--- src/rtl/uart_rx_if.sv ---
// Receiver-to-FIFO write port: one byte plus its error qualifiers per wr_en strobe.
// The master drives the byte side; the FIFO reports back when it cannot accept.
interface uart_rx_if;
   logic [7:0] data_out;
   logic       wr_en;
   logic       overrun_err;
   logic       frame_err;
   logic       parity_err;
   logic       fifo_full;

   // wr_en is a one-clk strobe with no back-pressure; fifo_full is consulted at the
   // stop-bit sample, and a byte arriving while it is high is dropped and reported
   // via overrun_err on the next accepted byte.
   modport master (
      output data_out, wr_en, overrun_err, frame_err, parity_err,
      input  fifo_full
   );
   modport slave (
      input  data_out, wr_en, overrun_err, frame_err, parity_err,
      output fifo_full
   );
endinterface

--- src/rtl/uart_rx.sv ---
// Oversampling UART receiver: start-bit mid-sampling, optional parity, and
// drop-with-overrun-flag when the downstream FIFO is full.
module uart_rx #(
   parameter int OVERSAMPLE = 16,
   parameter int DATA_BITS  = 8,
   parameter int PARITY_EN  = 0,
   parameter int PARITY_ODD = 0
) (
   input  logic       clk,
   input  logic       rst,
   input  logic       baud_tick,
   input  logic       rx,
   uart_rx_if.master  fifo,
   output logic       busy,
   output logic [2:0] dbg_state
);
   localparam int            TW        = $clog2(OVERSAMPLE);
   localparam logic [TW-1:0] HALF_TICK = TW'(OVERSAMPLE / 2 - 1);
   localparam logic [TW-1:0] LAST_TICK = TW'(OVERSAMPLE - 1);
   localparam logic [2:0]    LAST_BIT  = 3'(DATA_BITS - 1);
   localparam logic          ODD       = (PARITY_ODD != 0);

   typedef enum logic [2:0] {IDLE, START, DATA, PARITY, STOP} state_t;

   state_t        state_q;
   logic          rx_meta_q, rx_s_q;
   logic [TW-1:0] tick_q;
   logic [2:0]    bit_q;
   logic [7:0]    shift_q;
   logic          par_err_q, armed_q, ovr_pend_q;
   logic [7:0]    data_q;
   logic          wr_en_q, ovr_q, frame_q, parity_q;
   logic          par_err_d, frame_err_d;

   assign par_err_d   = ((^shift_q) ^ rx_s_q) != ODD;
   assign frame_err_d = ~rx_s_q;

   always_ff @(posedge clk or negedge rst) begin
      if (!rst) begin
         rx_meta_q  <= 1'b1;
         rx_s_q     <= 1'b1;
         state_q    <= IDLE;
         tick_q     <= '0;
         bit_q      <= '0;
         shift_q    <= '0;
         par_err_q  <= 1'b0;
         armed_q    <= 1'b0;
         ovr_pend_q <= 1'b0;
         data_q     <= '0;
         wr_en_q    <= 1'b0;
         ovr_q      <= 1'b0;
         frame_q    <= 1'b0;
         parity_q   <= 1'b0;
      end else begin
         rx_meta_q <= rx;
         rx_s_q    <= rx_meta_q;
         wr_en_q   <= 1'b0;
         if (baud_tick) begin
            if (rx_s_q) armed_q <= 1'b1;
            case (state_q)
               IDLE: begin
                  if (!rx_s_q && armed_q) begin
                     state_q <= START;
                     tick_q  <= '0;
                  end
               end
               START: begin
                  if (tick_q == HALF_TICK) begin
                     tick_q  <= '0;
                     bit_q   <= '0;
                     shift_q <= '0;
                     state_q <= rx_s_q ? IDLE : DATA;
                  end else begin
                     tick_q <= tick_q + 1'b1;
                  end
               end
               DATA: begin
                  if (tick_q == LAST_TICK) begin
                     tick_q          <= '0;
                     shift_q[bit_q]  <= rx_s_q;
                     if (bit_q == LAST_BIT) begin
                        bit_q   <= '0;
                        state_q <= (PARITY_EN != 0) ? PARITY : STOP;
                     end else begin
                        bit_q <= bit_q + 1'b1;
                     end
                  end else begin
                     tick_q <= tick_q + 1'b1;
                  end
               end
               PARITY: begin
                  if (tick_q == LAST_TICK) begin
                     tick_q    <= '0;
                     par_err_q <= par_err_d;
                     state_q   <= STOP;
                  end else begin
                     tick_q <= tick_q + 1'b1;
                  end
               end
               STOP: begin
                  if (tick_q == LAST_TICK) begin
                     tick_q  <= '0;
                     state_q <= IDLE;
                     // A low stop sample means break or garbage: require idle-high before re-arming.
                     if (!rx_s_q) armed_q <= 1'b0;
                     if (fifo.fifo_full) begin
                        ovr_pend_q <= 1'b1;
                     end else begin
                        wr_en_q    <= 1'b1;
                        data_q     <= shift_q;
                        frame_q    <= frame_err_d;
                        parity_q   <= par_err_q;
                        ovr_q      <= ovr_pend_q;
                        ovr_pend_q <= 1'b0;
                     end
                  end else begin
                     tick_q <= tick_q + 1'b1;
                  end
               end
               default: state_q <= IDLE;
            endcase
         end
      end
   end

   assign fifo.data_out    = data_q;
   assign fifo.wr_en       = wr_en_q;
   assign fifo.overrun_err = ovr_q;
   assign fifo.frame_err   = frame_q;
   assign fifo.parity_err  = parity_q;
   assign busy             = (state_q != IDLE);
   assign dbg_state        = state_q;
endmodule

--- src/flat_wrapper.sv ---
// flat-port wrapper written by rule: the top's interface ports become plain ports
module uart_rx_flat 
#(
   parameter int OVERSAMPLE = 16,
   parameter int DATA_BITS  = 8,
   parameter int PARITY_EN  = 0,
   parameter int PARITY_ODD = 0
)
  (clk, rst, baud_tick, rx, busy, dbg_state, fifo_data_out, fifo_wr_en, fifo_overrun_err, fifo_frame_err, fifo_parity_err, fifo_fifo_full);
  uart_rx_if fifo_i ();
  input  logic clk;
  input  logic rst;
  input  logic baud_tick;
  input  logic rx;
  output logic busy;
  output logic [2:0] dbg_state;
  output wire logic [$bits(fifo_i.data_out)-1:0] fifo_data_out;
  output wire logic [$bits(fifo_i.wr_en)-1:0] fifo_wr_en;
  output wire logic [$bits(fifo_i.overrun_err)-1:0] fifo_overrun_err;
  output wire logic [$bits(fifo_i.frame_err)-1:0] fifo_frame_err;
  output wire logic [$bits(fifo_i.parity_err)-1:0] fifo_parity_err;
  input wire logic [$bits(fifo_i.fifo_full)-1:0] fifo_fifo_full;
  assign fifo_data_out = fifo_i.data_out;
  assign fifo_wr_en = fifo_i.wr_en;
  assign fifo_overrun_err = fifo_i.overrun_err;
  assign fifo_frame_err = fifo_i.frame_err;
  assign fifo_parity_err = fifo_i.parity_err;
  assign fifo_i.fifo_full = fifo_fifo_full;
  uart_rx #(.OVERSAMPLE(OVERSAMPLE), .DATA_BITS(DATA_BITS), .PARITY_EN(PARITY_EN), .PARITY_ODD(PARITY_ODD)) u_core (.clk(clk), .rst(rst), .baud_tick(baud_tick), .rx(rx), .fifo(fifo_i), .busy(busy), .dbg_state(dbg_state));
endmodule
--- config.mk ---
export PLATFORM = sky130hd
export DESIGN_NAME = uart_rx_flat
export DESIGN_NICKNAME = d
export VERILOG_FILES = /design/src/rtl/uart_rx_if.sv /design/src/rtl/uart_rx.sv /design/src/flat_wrapper.sv
export SDC_FILE = /design/constraint.sdc
export NUM_CORES = 1
export LEC_CHECK = 0
export CAP_MARGIN = 30
export CORE_UTILIZATION = 50
export DETAILED_ROUTE_END_ITERATION = 10
export PLACE_DENSITY = 0.83
export SLEW_MARGIN = 20
export SYNTH_ARGS = -nofsm -noshare
export SYNTH_HDL_FRONTEND = slang
export SYNTH_SLANG_ARGS = --single-unit
--- constraint.sdc ---
create_clock -name clk -period 1.9 [get_ports clk]
set_input_delay 0.57 -clock clk [delete_from_list [all_inputs] [get_ports clk]]
set_output_delay 0.57 -clock clk [all_outputs]
set_load 0.1 [all_outputs]
==> flow_metrics.tcl <==
set metrics [dict create \
    avgSynthCellArea_sq_um 12.15 \
    power_per_cell_area_mw_per_mm2 1234 \
    core_sq_mm 0.003416 \
    die_h_um 62.38 \
    grt_max_degree 36 \
    slew_headroom 0.7861 \
    port_buffers 20 \
    multi_input_area_sq_um 862.1 \
    numCtsBuffers 5 \
    grt_pass1_vias 1403 \
    drt-initial-drc-count 94 \
    tns_ns -0.09783 \
    synth-seq-cells 35 \
    wirelength_um 4241 \
    r2r_cells 5 \
    clk_latency_ns 0.35 \
    clockBufferDepth 2 \
    drc 0 \
    netlist_instances 150 \
    wl_per_cell_um 18.28 \
    ys_seq_area_frac 0.4818 \
    grt_pass1_wl_um 6941 \
    vias_per_cell 5.905 \
    ff2ff_setup_slack_ns 0.03 \
    yosysWarnings 0 \
    irDropWorstVdd_v 0.001334 \
    fmax_ghz 0.5005 \
    timing.final.crit_period_ns 1.998 \
    antennaDiodeCount 0 \
    min_from "u_core.rx_meta_q" \
    hpwl_um 2936 \
    yosysUniqueCellTypes 48 \
    start_kind "flop" \
    ioPinCount 21 \
    fin_nets 193 \
    tightest_slew_ns 0.3193 \
    final-setup-viol-count 1 \
    place_ws_ns -0.3009 \
    holdPathEnd "u_core.rx_s_q" \
    antenna_found_initial 0 \
    ant_nets 0 \
    leakagePower_nw 1.103 \
    criticalPathCategory "flop to primary output" \
    cts_max_level 2 \
    regArea_sq_um 887.1 \
    violations "setup timing" \
    grt.overflow.total 0 \
    syn-num-nets 158 \
    outcome "finished, violations left" \
    end_kind "primary output" \
    async_reset_ff_frac 1.000 \
    finalHoldViolations 0 \
    r2r-end "u_core.dbg_state[1]" \
    setup_ws_ns -0.09783 \
    layout-drive-gt1-share 0.3978 \
    worstPathArrival_ns 1.43 \
    fp.dieW_um 62.38 \
    cp.required_ns 1.33 \
    cts.clk_slew.worst_paths_ns 0.10 \
    drv_slew 0 \
    synth_area_sq_mm 0.001823 \
    initial_core_util 0.5337 \
    clockRootBuffer "clkbuf_4" \
    rsz0062_at_grt "true" \
    dieArea_sq_mm 0.003891 \
    core.rowCount 21 \
    n_fill_cell 244 \
    cts_tree "yes" \
    reg2reg_from "u_core.dbg_state[2]" \
    cts.sinks 35 \
    period_share 1.051 \
    route.vias.total 1370 \
    area_growth_pct 33.01 \
    whs_path_depth 0 \
    first_pass_iters 4 \
    drv_cap 0 \
    place.gp.congestion 0.8809 \
    synth_ff_type "dfrtp_1" \
    grt_usage 0.2358 \
    crit_fanout 2 \
    finClkSkew_ns 0.009095 \
    synth_edf_count 0 \
    hold_path.class "flop to flop" \
]
==> how the worst max path moves through the flow <==
stage	start	end	slack (ns)	cells after the start
final	u_core.dbg_state[0]	busy	-0.1	2
after global routing	u_core.dbg_state[0]	busy	-0.14	2
after CTS	u_core.dbg_state[0]	busy	-0.11	2
after detailed placement	baud_tick	u_core.fifo.data_out[1]	-0.30	6
after global placement	baud_tick	u_core.fifo.data_out[1]	-0.23	6
after floorplan	u_core.dbg_state[0]	u_core.tick_q[2]	-0.08	6
==> layout make-up <==
cell class	instances	share of cell area
clock inverters	2	0.01445
inverters	3	0.004644
well taps	46	0.02374
flip-flops and latches	35	0.3658
repair buffers	38	0.2147
multi-input cells	102	0.3555
clock buffers	6	0.02116
==> what timing repair did <==
item,4_1_cts,5_1_grt
setup buffers,4,1
pin swaps,1,1
endpoints found under the setup margin,1,18
hold buffers,0,0
gates resized for setup,0,10
==> synth_stat cells, types with 3 or more instances <==
cell type  number  share of area
dfrtp_1        33           0.45
mux2_2         13          0.080
o21ai_0        10          0.027
a22o_1          5          0.024
buf_6           5          0.031
nand2_1         5          0.010
nor2_1          5          0.010
o21ai_1         5          0.014
xnor2_1         5          0.024
a21oi_1         4          0.011
nand2b_1        4          0.014
nand3_1         4          0.011
nor2b_1         4          0.014
clkbuf_8        3          0.023
ha_1            3          0.021
inv_1           3         0.0062
nor3b_1         3          0.012
==> layout by cell type, fill, tap and decap left out, types with 2 or more instances in the layout <==
cell,Yosys,layout
mux2_2,13,11
nor3b_1,3,2
dfrtp_1,33,30
o21ai_1,5,7
clkdlybuf4s50_1,0,4
ha_1,3,2
dfstp_2,2,2
xnor2_1,5,5
nand3_1,4,3
o21ai_0,10,8
buf_12,1,18
nor2_1,5,5
a22o_1,5,5
nand2b_1,4,4
a32o_1,2,2
mux2_4,0,2
clkbuf_4,0,5
nor2b_1,4,4
nand2_1,5,5
a21oi_1,4,4
mux2i_1,2,2
dfrtp_4,0,2
or3b_1,2,2
buf_4,0,16
inv_1,3,3
==> power by group <==
part	internal, mW	total (mW)	switching [mW]	leakage, nW
clock	0.311	0.564	0.253	0.0482
combinational	0.599	1.51	0.909	0.596
sequential	0.839	0.921	0.0816	0.459
total	1.75	2.99	1.24	1.10
==> cell families (layout without fill, tap and decap cells) <==
| group | Yosys count | count (layout) | synth area share |
|---|---|---|---|
| adders and majority gates | 3 | 3 | 0.02059 |
| and+or+nand+nor | 37 | 37 | 0.1256 |
| buffers and inverters | 13 | 49 | 0.07343 |
| AOI/OAI and AO/OA | 39 | 39 | 0.1599 |
| xor gates and xnor gates | 7 | 7 | 0.04118 |
| muxes | 16 | 16 | 0.09746 |
| DFF | 35 | 35 | 0.4818 |
==> state kept, by name (all words and copies together), names as in the netlist <==
name,count
u_core.rx_s_q,1
u_core.fifo.frame_err,1
u_core.par_err_q,1
u_core.dbg_state,3
u_core.rx_meta_q,1
u_core.shift_q,8
u_core.armed_q,1
u_core.bit_q,3
u_core.fifo.wr_en,1
u_core.fifo.parity_err,1
u_core.tick_q,4
u_core.fifo.overrun_err,1
u_core.ovr_pend_q,1
u_core.fifo.data_out,8
==> metal layers <==
| layer | track usage | part of all wire | vias up |
|---|---|---|---|
| met5 | 0 | 0 | - |
| met4 | 0.06105 | 0.025 | 0 |
| met3 | 0.06022 | 0.053 | 13 |
| met2 | 0.4382 | 0.55 | 54 |
| met1 | 0.2671 | 0.37 | 684 |
| li1 | - | - | 619 |
==> per-stage QoR <==
step	power, mW	utilization	hold slack (ns)	cell area [sq um]	instances
after floorplan	1.941	-	0.2744	1848	150
after global placement	2.185	0.6601	0.3462	2255	219
after detailed placement	2.239	0.6601	0.3557	2255	219
after CTS	2.904	0.6941	0.3746	2371	231
after global routing	3.127	0.7099	0.3756	2425	232
final	2.993	0.7099	0.3719	2425	232
==> worst max-delay path, cell delays in order, from the launching register on <==
cell and delay [ns]:
dfrtp_4 0.49, or3_4 0.42, buf_12 0.18
Power figures use the tool's default switching activity.
